File: src/rtl/seg7_scan_ctrl_if.sv
// Write-side bus of the seven-segment scan controller: the per-digit pattern
// write strobe and the commit request, as driven from the MCS GPO outputs.
interface seg7_scan_ctrl_if;
    logic       wr;
    logic [1:0] wadr;
    logic [7:0] wdat;
    logic       commit;

    modport master (output wr, wadr, wdat, commit);
    modport slave  (input  wr, wadr, wdat, commit);
endinterface

File: src/rtl/seg7_scan_ctrl.sv
// Four-digit common-anode seven-segment scanner with double-buffered patterns
// committed on frame boundaries. SEG7_HEXDEC_EN selects hex decoding of WDAT.
module seg7_scan_ctrl #(
    parameter int SCAN_DIV  = 50000,
    parameter int BLANK_CYC = 500
) (
    input  logic              clk,
    input  logic              rst_n,
    seg7_scan_ctrl_if.slave   wbus,
    input  logic [3:0]        digen,
    output logic [7:0]        nseg,
    output logic [3:0]        nan,
    output logic              pend,
    output logic              frame
);

    localparam int CW = (SCAN_DIV > 2) ? $clog2(SCAN_DIV) : 1;
    localparam logic [CW-1:0] CNT_LAST = CW'(SCAN_DIV - 1);

    typedef enum logic {BLANK = 1'b0, DRIVE = 1'b1} phase_t;
    // With no blanking gap the slot starts straight in DRIVE, even out of reset.
    localparam phase_t PHASE_RST = (BLANK_CYC > 0) ? BLANK : DRIVE;

    logic [CW-1:0] cnt_r;
    logic [CW-1:0] cnt_nxt_s;
    logic [1:0]    idx_r;
    logic [1:0]    idx_nxt_s;
    phase_t        state_r;
    phase_t        state_nxt_s;
    logic [7:0]    shadow_r [4];
    logic [7:0]    disp_r [4];
    logic [7:0]    wr_pat_s;
    logic          wrap_s;
    logic          xfer_s;
    logic [7:0]    nseg_nxt_s;
    logic [3:0]    nan_nxt_s;
    logic [7:0]    nseg_r;
    logic [3:0]    nan_r;
    logic          pend_r;
    logic          frame_r;

`ifdef SEG7_HEXDEC_EN
    function automatic logic [6:0] hex_to_seg(input logic [3:0] nib);
        logic [6:0] seg;
        case (nib)
            4'h0:    seg = 7'h40;
            4'h1:    seg = 7'h79;
            4'h2:    seg = 7'h24;
            4'h3:    seg = 7'h30;
            4'h4:    seg = 7'h19;
            4'h5:    seg = 7'h12;
            4'h6:    seg = 7'h02;
            4'h7:    seg = 7'h78;
            4'h8:    seg = 7'h00;
            4'h9:    seg = 7'h10;
            4'hA:    seg = 7'h08;
            4'hB:    seg = 7'h03;
            4'hC:    seg = 7'h46;
            4'hD:    seg = 7'h21;
            4'hE:    seg = 7'h06;
            4'hF:    seg = 7'h0E;
            default: seg = 7'h7F;
        endcase
        return seg;
    endfunction

    logic unused_wdat_s;
    assign unused_wdat_s = ^wbus.wdat[6:4];

    // Decode the hex nibble; WDAT[7] set lights the (active-low) decimal point.
    always_comb begin
        wr_pat_s = {~wbus.wdat[7], hex_to_seg(wbus.wdat[3:0])};
    end
`else
    // Raw pattern path: the written byte is stored verbatim.
    always_comb begin
        wr_pat_s = wbus.wdat;
    end
`endif

    // Slot counter, digit index, phase and frame-boundary transfer decision.
    always_comb begin
        wrap_s = (cnt_r == CNT_LAST);
        if (wrap_s) begin
            cnt_nxt_s = '0;
            idx_nxt_s = idx_r + 2'd1;
        end else begin
            cnt_nxt_s = cnt_r + CW'(1);
            idx_nxt_s = idx_r;
        end
        if (int'(cnt_nxt_s) < BLANK_CYC) begin
            state_nxt_s = BLANK;
        end else begin
            state_nxt_s = DRIVE;
        end
        xfer_s = wrap_s && (idx_r == 2'd3) && (pend_r || wbus.commit);
    end

    // Scan position and phase registers.
    always_ff @(posedge clk or negedge rst_n) begin
        if (!rst_n) begin
            cnt_r   <= '0;
            idx_r   <= 2'd0;
            state_r <= PHASE_RST;
        end else begin
            cnt_r   <= cnt_nxt_s;
            idx_r   <= idx_nxt_s;
            state_r <= state_nxt_s;
        end
    end

    // Shadow writes and the shadow-to-display commit at the frame boundary.
    always_ff @(posedge clk or negedge rst_n) begin
        if (!rst_n) begin
            for (int i = 0; i < 4; i++) begin
                shadow_r[i] <= 8'hFF;
                disp_r[i]   <= 8'hFF;
            end
            pend_r  <= 1'b0;
            frame_r <= 1'b0;
        end else begin
            if (wbus.wr) begin
                shadow_r[wbus.wadr] <= wr_pat_s;
            end
            if (xfer_s) begin
                for (int i = 0; i < 4; i++) begin
                    disp_r[i] <= shadow_r[i];
                end
                pend_r  <= 1'b0;
                frame_r <= 1'b1;
            end else begin
                pend_r  <= pend_r | wbus.commit;
                frame_r <= 1'b0;
            end
        end
    end

    // Pin drive for the current phase; a disabled digit stays dark in its slot.
    always_comb begin
        nseg_nxt_s = 8'hFF;
        nan_nxt_s  = 4'hF;
        case (state_r)
            BLANK: begin
                nseg_nxt_s = 8'hFF;
                nan_nxt_s  = 4'hF;
            end
            DRIVE: begin
                if (digen[idx_r]) begin
                    nseg_nxt_s = disp_r[idx_r];
                    nan_nxt_s  = ~(4'b0001 << idx_r);
                end else begin
                    nseg_nxt_s = 8'hFF;
                    nan_nxt_s  = 4'hF;
                end
            end
            default: begin
                nseg_nxt_s = 8'hFF;
                nan_nxt_s  = 4'hF;
            end
        endcase
    end

    // Registered segment and anode outputs.
    always_ff @(posedge clk or negedge rst_n) begin
        if (!rst_n) begin
            nseg_r <= 8'hFF;
            nan_r  <= 4'hF;
        end else begin
            nseg_r <= nseg_nxt_s;
            nan_r  <= nan_nxt_s;
        end
    end

    assign nseg  = nseg_r;
    assign nan   = nan_r;
    assign pend  = pend_r;
    assign frame = frame_r;

endmodule
File: src/flat_wrapper.sv
// flat-port wrapper written by rule: the top's interface ports become plain ports
module seg7_scan_ctrl_flat 
#(
    parameter int SCAN_DIV  = 50000,
    parameter int BLANK_CYC = 500
)
  (clk, rst_n, digen, nseg, nan, pend, frame, wbus_wr, wbus_wadr, wbus_wdat, wbus_commit);
  seg7_scan_ctrl_if wbus_i ();
  input  logic clk;
  input  logic rst_n;
  input  logic [3:0] digen;
  output logic [7:0] nseg;
  output logic [3:0] nan;
  output logic pend;
  output logic frame;
  input wire logic [$bits(wbus_i.wr)-1:0] wbus_wr;
  input wire logic [$bits(wbus_i.wadr)-1:0] wbus_wadr;
  input wire logic [$bits(wbus_i.wdat)-1:0] wbus_wdat;
  input wire logic [$bits(wbus_i.commit)-1:0] wbus_commit;
  assign wbus_i.wr = wbus_wr;
  assign wbus_i.wadr = wbus_wadr;
  assign wbus_i.wdat = wbus_wdat;
  assign wbus_i.commit = wbus_commit;
  seg7_scan_ctrl #(.SCAN_DIV(SCAN_DIV), .BLANK_CYC(BLANK_CYC)) u_core (.clk(clk), .rst_n(rst_n), .wbus(wbus_i), .digen(digen), .nseg(nseg), .nan(nan), .pend(pend), .frame(frame));
endmodule
File: config.mk
export PLATFORM = sky130hd
export DESIGN_NAME = seg7_scan_ctrl_flat
export DESIGN_NICKNAME = d
export VERILOG_FILES = /design/src/rtl/seg7_scan_ctrl_if.sv /design/src/rtl/seg7_scan_ctrl.sv /design/src/flat_wrapper.sv
export SDC_FILE = /design/constraint.sdc
export NUM_CORES = 1
export LEC_CHECK = 0
export CAP_MARGIN = 20
export CELL_PAD_IN_SITES_DETAIL_PLACEMENT = 1
export CELL_PAD_IN_SITES_GLOBAL_PLACEMENT = 1
export CORE_ASPECT_RATIO = 1.5
export CORE_MARGIN = 8
export CORE_UTILIZATION = 34
export DETAILED_ROUTE_END_ITERATION = 16
export GPL_TIMING_DRIVEN = 1
export PLACE_DENSITY = 0.63
export SKIP_LAST_GASP = 1
export SLEW_MARGIN = 5
export SYNTH_ARGS = -nofsm -noshare
export SYNTH_HDL_FRONTEND = slang
export SYNTH_SLANG_ARGS = --single-unit
File: constraint.sdc
create_clock -name clk -period 4.5 [get_ports clk]
set_input_delay 0.9 -clock clk [delete_from_list [all_inputs] [get_ports clk]]
set_output_delay 0.9 -clock clk [all_outputs]
set_load 0.01 [all_outputs]
[Word level (Yosys, flattened, before mapping)]
Cells that the tools add are included.
Widths: inputs -> output; s select.
Word-level totals
  bits in read-only memories: 0
  bits in registers: 97
  logic and storage cells: 50
  bits in latches: 0
  input bits: 18
  memories: 0
  RAM bits: 0
  output and inout bits: 14
Cells by class
  muxes and demuxes: 16
  multiply operators: 0
  reduce and logical (&&, ||, !) cells: 4
  shift-type cells: 1
  equality and inequality tests: 2
  div/mod/pow operators: 0
  $lt $le $gt $ge: 5
  bitwise operators: 5
  $add $sub $neg: 2
Operators with widths (number)
  $bwmux 32: 1
  $mux 8: 4
  $add 16x1->16 const B: 1
  $bmux 8 s2: 1
  $demux 8 s2: 1
  $eq 16x16->1 const B: 1
  $lt 16x9->1 const B: 1
  $mux 16: 1
  $pmux 8 s2: 1
  $pmux 4 s2: 1
  $ge 3x3->1 const B: 2
  $not 2->3: 2
  $mux 1: 4
  $mux 4: 1
  $not 4->4: 1
  $shl 1x2->4 const A: 1
  $logic_and 1x1->1: 3
  $lt 2x3->1 const B: 1
  $lt 3x1->1 const B: 1
  $add 2x1->2 const B: 1
  $bmux 1 s2: 1
  $eq 2x2->1 const B: 1
  $logic_or 1x1->1: 1
  $not 1->1: 1
  $or 1x1->1: 1

[Longest topological paths before layout]
Gate-level depths: netlist of the first run.
  depth after elaboration: 6
  depth in mapped cells: 7
  gate-level depth less buffers: 7

[Worst setup path before layout of the first run]
OpenSTA, ideal clock, no wires.
  path kind: input-to-reg
  start point: input digen[3]
  end point: register u_core.nseg_r[1], in the netlist u_core.nseg[1]
  data arrival time: 1.786 ns
  slack: 2.650 ns
  cell stages on the path: 4
  setup time: 0.064 ns
  required time: 4.436 ns
  buffers on the path: 1
  cells stage by stage: mux4_2 and2_1 clkbuf_1 nand2b_1
Between the ends
  cells in the longest elaborated chain, start to end: 4
Ends and longest elaborated chain
  start: declaration: RTL line flat_wrapper.sv:11  | input logic [3:0] digen;
  $bmux 1 s2: RTL line seg7_scan_ctrl.sv:148  | if (digen[idx_r]) begin
  $mux 1 (not written as such): RTL line seg7_scan_ctrl.sv:148
  $mux 8: RTL line seg7_scan_ctrl.sv:148
  $pmux 8 s2: RTL line seg7_scan_ctrl.sv:142  | case (state_r)
  via u_core.nseg_nxt_s[1]: RTL line seg7_scan_ctrl.sv:35  | logic [7:0] nseg_nxt_s;
  end signal: assignment: RTL line seg7_scan_ctrl.sv:169  | nseg_r <= nseg_nxt_s;
  end: declaration: RTL line seg7_scan_ctrl.sv:37  | logic [7:0] nseg_r;
The timed path passes the listed nets, and every way through them passes these cells. The select of a mux whose other input is x is not followed.
A chain may end at the register's enable or synchronous reset.

[Worst setup path in the final report of the first run]
  start point: register u_core.cnt_r[0]
  end point: register u_core.disp_r[15] (netlist bit)
Between the ends
  cells in the longest elaborated chain, start to end: 3
Ends and longest elaborated chain
  start: declaration: RTL line seg7_scan_ctrl.sv:24  | logic [CW-1:0] cnt_r;
  start signal: assignment: RTL line seg7_scan_ctrl.sv:106  | cnt_r <= cnt_nxt_s;
  $eq 16x16->1: RTL line seg7_scan_ctrl.sv:83  | wrap_s = (cnt_r == CNT_LAST);
  $logic_and 1x1->1 (2 in series): RTL line seg7_scan_ctrl.sv:96  | xfer_s = wrap_s && (idx_r == 2'd3) && (pend_r || wbus.commit);
  end signal: indexed assignment: RTL line seg7_scan_ctrl.sv:127  | disp_r[i] <= shadow_r[i];
  end: declaration: RTL line seg7_scan_ctrl.sv:31  | logic [7:0] disp_r [4];
No other way between the ends.

==> results.sh, run 1 <==
export IMPL_rrSetupSlack_ps=2010
export IMPL_crit_family="simple AND/OR/NAND/NOR gates"
export IMPL_end_kind="flip-flop"
export IMPL_gp_congestion=0.7054
export IMPL_ant_nets=0
export IMPL_antenna_found_initial=0
export IMPL_period_share_pct=55.37
export IMPL_area_growth_syn_to_layout_pct=16.23
export IMPL_cts_tree="yes"
export IMPL_start_kind="flip-flop"
export IMPL_max_slew_margin_rel_pct=47.37
export IMPL_drive_gt1_share_pct=52.63
export IMPL_ff2ff_path_depth=5
export IMPL_route_detailed_drc=0
export IMPL_ioPinCount=32
export IMPL_vdd_ir_drop_max_v=0.0001817
export IMPL_hold_slack_ps=540.7
export IMPL_slowest_delay_ps=590
export IMPL_finalHoldViolations=0
export IMPL_path_max_fanout=33
export IMPL_grt_max_degree=65
export IMPL_power_density_nw_per_um2=351.7
export IMPL_final_common_cell="dfstp_2"
export IMPL_min_path_cells=1
export IMPL_worstPathRequired_ps=4760
export IMPL_fin_area_um2=5036
export IMPL_wirelength_um=8357
export IMPL_fin_worst_skew_ps=5.241
export IMPL_syn_avg_cell_area_um2=15.20
export IMPL_hold_start="u_core.cnt_r[0]$_DFF_PN0_"
export IMPL_regToRegEndpoint="u_core.disp_r[15]$_DFFE_PN1P_"
export IMPL_viasPerCell=4.939
export IMPL_layout_common_cells="76 x dfstp_2, 35 x mux2_2, 30 x clkdlybuf4s50_1, 29 x mux2_4, 21 x dfrtp_1"
export IMPL_cts_hold_buf=0
export IMPL_async_flop_share_pct=100.0
export IMPL_synth_seq_cells=97
export IMPL_synth_ff_type="dfstp_2"
export IMPL_postSynthCellCount=285
export IMPL_grt_pass1_vias=2690
export IMPL_dp_cells=464
export IMPL_setup_viol=0
export IMPL_dr_total_vias=2366
export IMPL_drv_slew=0
export IMPL_clock_sinks=97
export IMPL_syn_area_um2=4333
export IMPL_fin_nets=342
export IMPL_hold_path_endpoint="u_core.cnt_r[0]$_DFF_PN0_"
export IMPL_leakage_nw=2.091
export IMPL_worstPathCellList="ha_1, nand3_2, nor2_4, nand3b_4, mux2_4"
export IMPL_cts_buffer_depth=2
export IMPL_r2r_start="u_core.cnt_r[0]$_DFF_PN0_"
export IMPL_critPathBufInv=0
export IMPL_hold_class="flip-flop to flip-flop"
export IMPL_n_antenna_cell=0
export IMPL_finalSetupTns_ps=0
export IMPL_grt_pass1_wl_um=14100
export IMPL_status="finished clean"
export IMPL_h_tree_depth=3
export IMPL_crit_cells=5
export IMPL_cts_repair_resize_count=0
export IMPL_fin_crit_ps=2492
export IMPL_synth_edf_count=0
export IMPL_drv_cap=0
export IMPL_crit_arrival_ps=2750
export IMPL_cp_slowest_cell="nand3b_4"
export IMPL_drt_iter0_drc=61
export IMPL_cts_setup_buffers=0
export IMPL_drt_pass1_iterations=4
export IMPL_clk_pin_slew_worst_paths_ps=60
export IMPL_wl_per_cell_um=17.45
export IMPL_critPathKind="flip-flop to flip-flop"
export IMPL_track_usage_pct=10.89
export IMPL_dieArea_um2=16690
export IMPL_dp_hpwl_um=5592
export IMPL_fin_cells=479
export IMPL_yosys_warnings=0
export IMPL_clock_root_buffer="clkbuf_16"
export IMPL_clock_latency_ps=340
export IMPL_timing_fmax_mhz=401.4
export IMPL_start_util_pct=34.80
export IMPL_worst_pin_slew_ps=789.4
export IMPL_grt_overflow_total=0
export IMPL_die_height_um=154.3
export IMPL_rsz0062_at_grt="no"
export IMPL_core_area_um2=12450
export IMPL_yosysUniqueCellTypes=43
export IMPL_place_area_um2=4787
export IMPL_die_w_um=108.2
export IMPL_cts_buffers=9
export IMPL_io_buffer_count=31
export IMPL_syn_nets=308
export IMPL_ys_seq_area_share_pct=58.22
export IMPL_rows=50
metal layers:
| metal | vias to the layer above | part of all wire (%) | track usage, % |
|---|---|---|---|
| met3 | 7 | 3.6 | 3.203 |
| met1 | 1252 | 43 | 12.74 |
| li1 | 1075 | - | - |
| met5 | - | 0 | 0 |
| met4 | 0 | 1.6 | 4.183 |
| met2 | 32 | 51 | 18.12 |
Yosys cell counts, types with 2 or more instances:
cell type	count	area share, %
dfstp_2	76	46
mux2_2	35	9.1
mux2_4	29	10
dfrtp_1	21	12
nand2_1	12	1.0
nor2_1	11	0.95
mux4_2	9	4.7
nand2b_1	9	1.3
xor2_1	8	1.6
nand3_1	6	0.69
xnor2_1	6	1.2
a21oi_1	5	0.58
buf_2	5	0.58
ha_1	5	1.4
o21ai_0	5	0.58
nand4_1	4	0.58
and3_1	3	0.43
buf_6	3	0.78
inv_1	3	0.26
nor3_1	3	0.35
and4bb_2	2	0.58
clkbuf_1	2	0.17
nand3b_1	2	0.35
nor2b_1	2	0.29
sequential cells by signal, summed over array words and instances (netlist names):
signal / flops
u_core.disp_r: 32
u_core.shadow_r: 32
u_core.cnt_r: 16
u_core.nseg: 8
u_core.nan: 4
u_core.idx_r: 2
u_core.frame: 1
u_core.pend: 1
u_core.state_r: 1
cell type report:
type | count | area [um2]
Fill cell | 1267 | 7413
Sequential cell | 97 | 2522
Multi-Input combinational cell | 174 | 1728
Inverter | 3 | 11.26
Clock buffer | 14 | 244.0
Clock inverter | 1 | 5.005
Tap cell | 156 | 195.2
Timing Repair Buffer | 34 | 330.3
worst max path at each step:
| stage | end | slack (ps) | from |
|---|---|---|---|
| CTS | u_core.disp_r[22]$_DFFE_PN1P_ | 1970 | u_core.cnt_r[0]$_DFF_PN0_ |
| floorplan | u_core.nseg[1]$_DFF_PN1_ | 2650 | digen[3] |
| detailed placement | u_core.disp_r[22]$_DFFE_PN1P_ | 1850 | wbus_commit |
| finish | u_core.disp_r[15]$_DFFE_PN1P_ | 2010 | u_core.cnt_r[0]$_DFF_PN0_ |
| global placement | u_core.disp_r[9]$_DFFE_PN1P_ | 1890 | wbus_commit |
| global route | u_core.disp_r[27]$_DFFE_PN1P_ | 1850 | u_core.cnt_r[0]$_DFF_PN0_ |
worst reg2reg max path: stages, from the launching register on:
cell and delay [ps]:
dfrtp_1 430, ha_1 290, nand3_2 200, nor2_4 380, nand3b_4 600, mux2_4 520
through the flow:
stage                     setup slack (ps)  power (mW)  util (%)
after floorplan                       2650       1.059         -
after global placement                1887       1.107     38.45
after detailed placement              1852       1.114     38.45
after CTS                             1968       1.802     40.45
after global routing                  1849       1.853     40.45
final                                 2008       1.771     40.45
cell families (layout without fill, tap and decap cells):
group,count (synthesis),in the layout,synth area share [%]
AOI/OAI and AO/OA,18,18,2.628
xor gates and xnor gates,14,14,2.830
adders and majority gates,5,5,1.444
buffers and inverters,14,52,1.906
DFF,97,97,58.22
muxes,73,73,23.82
and+or+nand+nor,64,64,9.154
power by group:
group          switching (mW)  total, mW  internal [mW]
logic                  0.0417      0.101         0.0593
clock network           0.302      0.674          0.372
registers              0.0271      0.995          0.968
Power figures use the tool's default switching activity.
==> run 2: changes to the inputs <==
==> constraint.sdc (replaced) <==
create_clock -name clk -period 2.6 [get_ports clk]
set_input_delay 0.52 -clock clk [delete_from_list [all_inputs] [get_ports clk]]
set_output_delay 0.52 -clock clk [all_outputs]
set_load 0.01 [all_outputs]
==> run 2 against run 1 <==
  * Combinational power up 77%
  * Via count is 0.89% higher
  * Sequential power grew 73%
  * Worst hold slack worse by 350 ps
  * Critical endpoint is now u_core.disp_r[9]$_DFFE_PN1P_
  * Largest cell class unchanged
  * Die area is the same
  * Maximum frequency rose by 18%
  * Wire length is 3.4% higher
  * Cell count is 1.3% higher
  * Register-to-register slack got worse by 1500 ps
  * Count of clock-buffer cells in the layout decreased by 2
==> results.sh, run 2 (synthesis results as in run 1) <==
export IMPL_grt_max_degree=51
export IMPL_final_common_cell="dfstp_2"
export IMPL_clock_sinks=97
export IMPL_core_area_um2=12450
export IMPL_start_kind="flip-flop"
export IMPL_max_slew_margin_rel_pct=58.92
export IMPL_clk_pin_slew_worst_paths_ps=70
export IMPL_cts_repair_resize_count=0
export IMPL_finalSetupTns_ps=0
export IMPL_ioPinCount=32
export IMPL_wirelength_um=8640
export IMPL_end_kind="flip-flop"
export IMPL_timing_fmax_mhz=474.5
export IMPL_gp_congestion=0.7242
export IMPL_dieArea_um2=16690
export IMPL_dr_total_vias=2387
export IMPL_path_max_fanout=18
export IMPL_h_tree_depth=3
export IMPL_start_util_pct=34.80
export IMPL_route_detailed_drc=0
export IMPL_drt_pass1_iterations=3
export IMPL_cts_hold_buf=0
export IMPL_grt_pass1_vias=2759
export IMPL_worst_pin_slew_ps=616.3
export IMPL_antenna_found_initial=0
export IMPL_grt_overflow_total=0
export IMPL_critPathKind="flip-flop to flip-flop"
export IMPL_dp_hpwl_um=6030
export IMPL_hold_class="input port to async pin"
export IMPL_status="finished clean"
export IMPL_setup_viol=0
export IMPL_wl_per_cell_um=17.81
export IMPL_track_usage_pct=11.30
export IMPL_cts_setup_buffers=0
export IMPL_crit_family="simple AND/OR/NAND/NOR gates"
export IMPL_worstPathRequired_ps=2860
export IMPL_vdd_ir_drop_max_v=0.0003026
export IMPL_drv_cap=0
export IMPL_fin_crit_ps=2107
export IMPL_hold_slack_ps=189.5
export IMPL_critPathBufInv=1
export IMPL_cts_buffers=9
export IMPL_clock_latency_ps=330
export IMPL_ant_nets=0
export IMPL_multi_input_area_um2=1728
export IMPL_viasPerCell=4.922
export IMPL_finalHoldViolations=0
export IMPL_fillCellCount=1265
export IMPL_io_buffer_count=31
export IMPL_grt_pass1_wl_um=14670
export IMPL_clock_root_buffer="clkbuf_16"
export IMPL_rows=50
export IMPL_n_antenna_cell=0
export IMPL_die_height_um=154.3
export IMPL_reg_top3="u_core.disp_r: 32 flops, u_core.shadow_r: 32 flops, u_core.cnt_r: 16 flops"
export IMPL_fin_nets=348
export IMPL_rsz0062_at_grt="no"
export IMPL_slowest_delay_ps=480
export IMPL_cts_buffer_depth=2
export IMPL_cp_slowest_cell="dfrtp_1"
export IMPL_drt_iter0_drc=78
export IMPL_leakage_nw=2.161
export IMPL_power_density_nw_per_um2=625.4
export IMPL_layout_common_cells="76 x dfstp_2, 35 x mux2_2, 30 x clkdlybuf4s50_1, 29 x mux2_4, 21 x dfrtp_1"
export IMPL_area_growth_syn_to_layout_pct=18.94
export IMPL_die_w_um=108.2
export IMPL_worstPathCellList="and4bb_2, nand4_4, nor2_4, nand3b_4, buf_12, mux2_4"
export IMPL_period_share_pct=81.05
export IMPL_fin_worst_skew_ps=7.269
export IMPL_drive_gt1_share_pct=54.71
export IMPL_crit_arrival_ps=2370
export IMPL_drv_slew=0
export IMPL_cts_tree="yes"
export IMPL_seq_area_um2=2522
[run 2: cell count changes in the layout (fill, tap and decap cells not counted), sizes merged]
cell,before,now
clkbuf,14,12
bufinv,0,1
clkinv,1,2
buf,4,10
[run 2: cell type report]
cell class / instances / share of cell area [%]
Sequential cell: 97 / 48.94
Tap cell: 156 / 3.787
Clock inverter: 3 / 0.7769
Timing Repair Buffer: 40 / 7.769
Clock buffer: 12 / 4.977
Inverter: 3 / 0.2185
Multi-Input combinational cell: 174 / 33.53
[run 2: per-layer routing]
layer / GRT usage [%] / part of all wire (%)
met2: 19.11 / 53
met3: 2.454 / 2.9
met4: 4.781 / 1.6
met1: 13.31 / 42
met5: 0 / 0
[run 2: worst paths after layout]
| check | to | startpoint | cells past startpoint | slack, ps |
|---|---|---|---|---|
| setup / recovery | u_core.disp_r[9]$_DFFE_PN1P_ | u_core.cnt_r[10]$_DFF_PN0_ | 6 | 490 |
| hold / removal | u_core.cnt_r[13]$_DFF_PN0_ | rst_n | 1 | 190 |
| setup reg to reg | u_core.disp_r[9]$_DFFE_PN1P_ | u_core.cnt_r[10]$_DFF_PN0_ | 6 | 490 |
| hold reg to reg | u_core.cnt_r[0]$_DFF_PN0_ | u_core.cnt_r[0]$_DFF_PN0_ | 1 | 540 |
| max in group asynchronous | u_core.shadow_r[27]$_DFFE_PN1P_ | rst_n | 2 | 1660 |
| min in group clk | u_core.cnt_r[0]$_DFF_PN0_ | u_core.cnt_r[0]$_DFF_PN0_ | 1 | 540 |
[run 2: where the power goes]
part	switching [mW]	leakage, nW	internal (mW)
logic	0.0734	0.946	0.106
clock network	0.530	0.148	0.790
registers	0.0477	1.07	1.68
[run 2: metrics by stage]
stage | cell area, um2 | total power, mW | instances | util (%) | worst slack [ps]
after floorplan | 4333 | 1.832 | 285 | - | 786.5
after global placement | 4857 | 1.918 | 470 | 39.02 | 490.1
after detailed placement | 4857 | 1.934 | 470 | 39.02 | 477.3
after CTS | 5154 | 3.278 | 485 | 41.40 | 474.8
after global routing | 5154 | 3.359 | 485 | 41.40 | 354.5
final | 5154 | 3.223 | 485 | 41.40 | 492.6
[run 2: worst register-to-register path, cell delays in order, from the launching register on]
cell and delay (ps):
dfrtp_1 480, and4bb_2 370, nand4_4 130, nor2_4 150, nand3b_4 300, buf_12 300
mux2_4 310
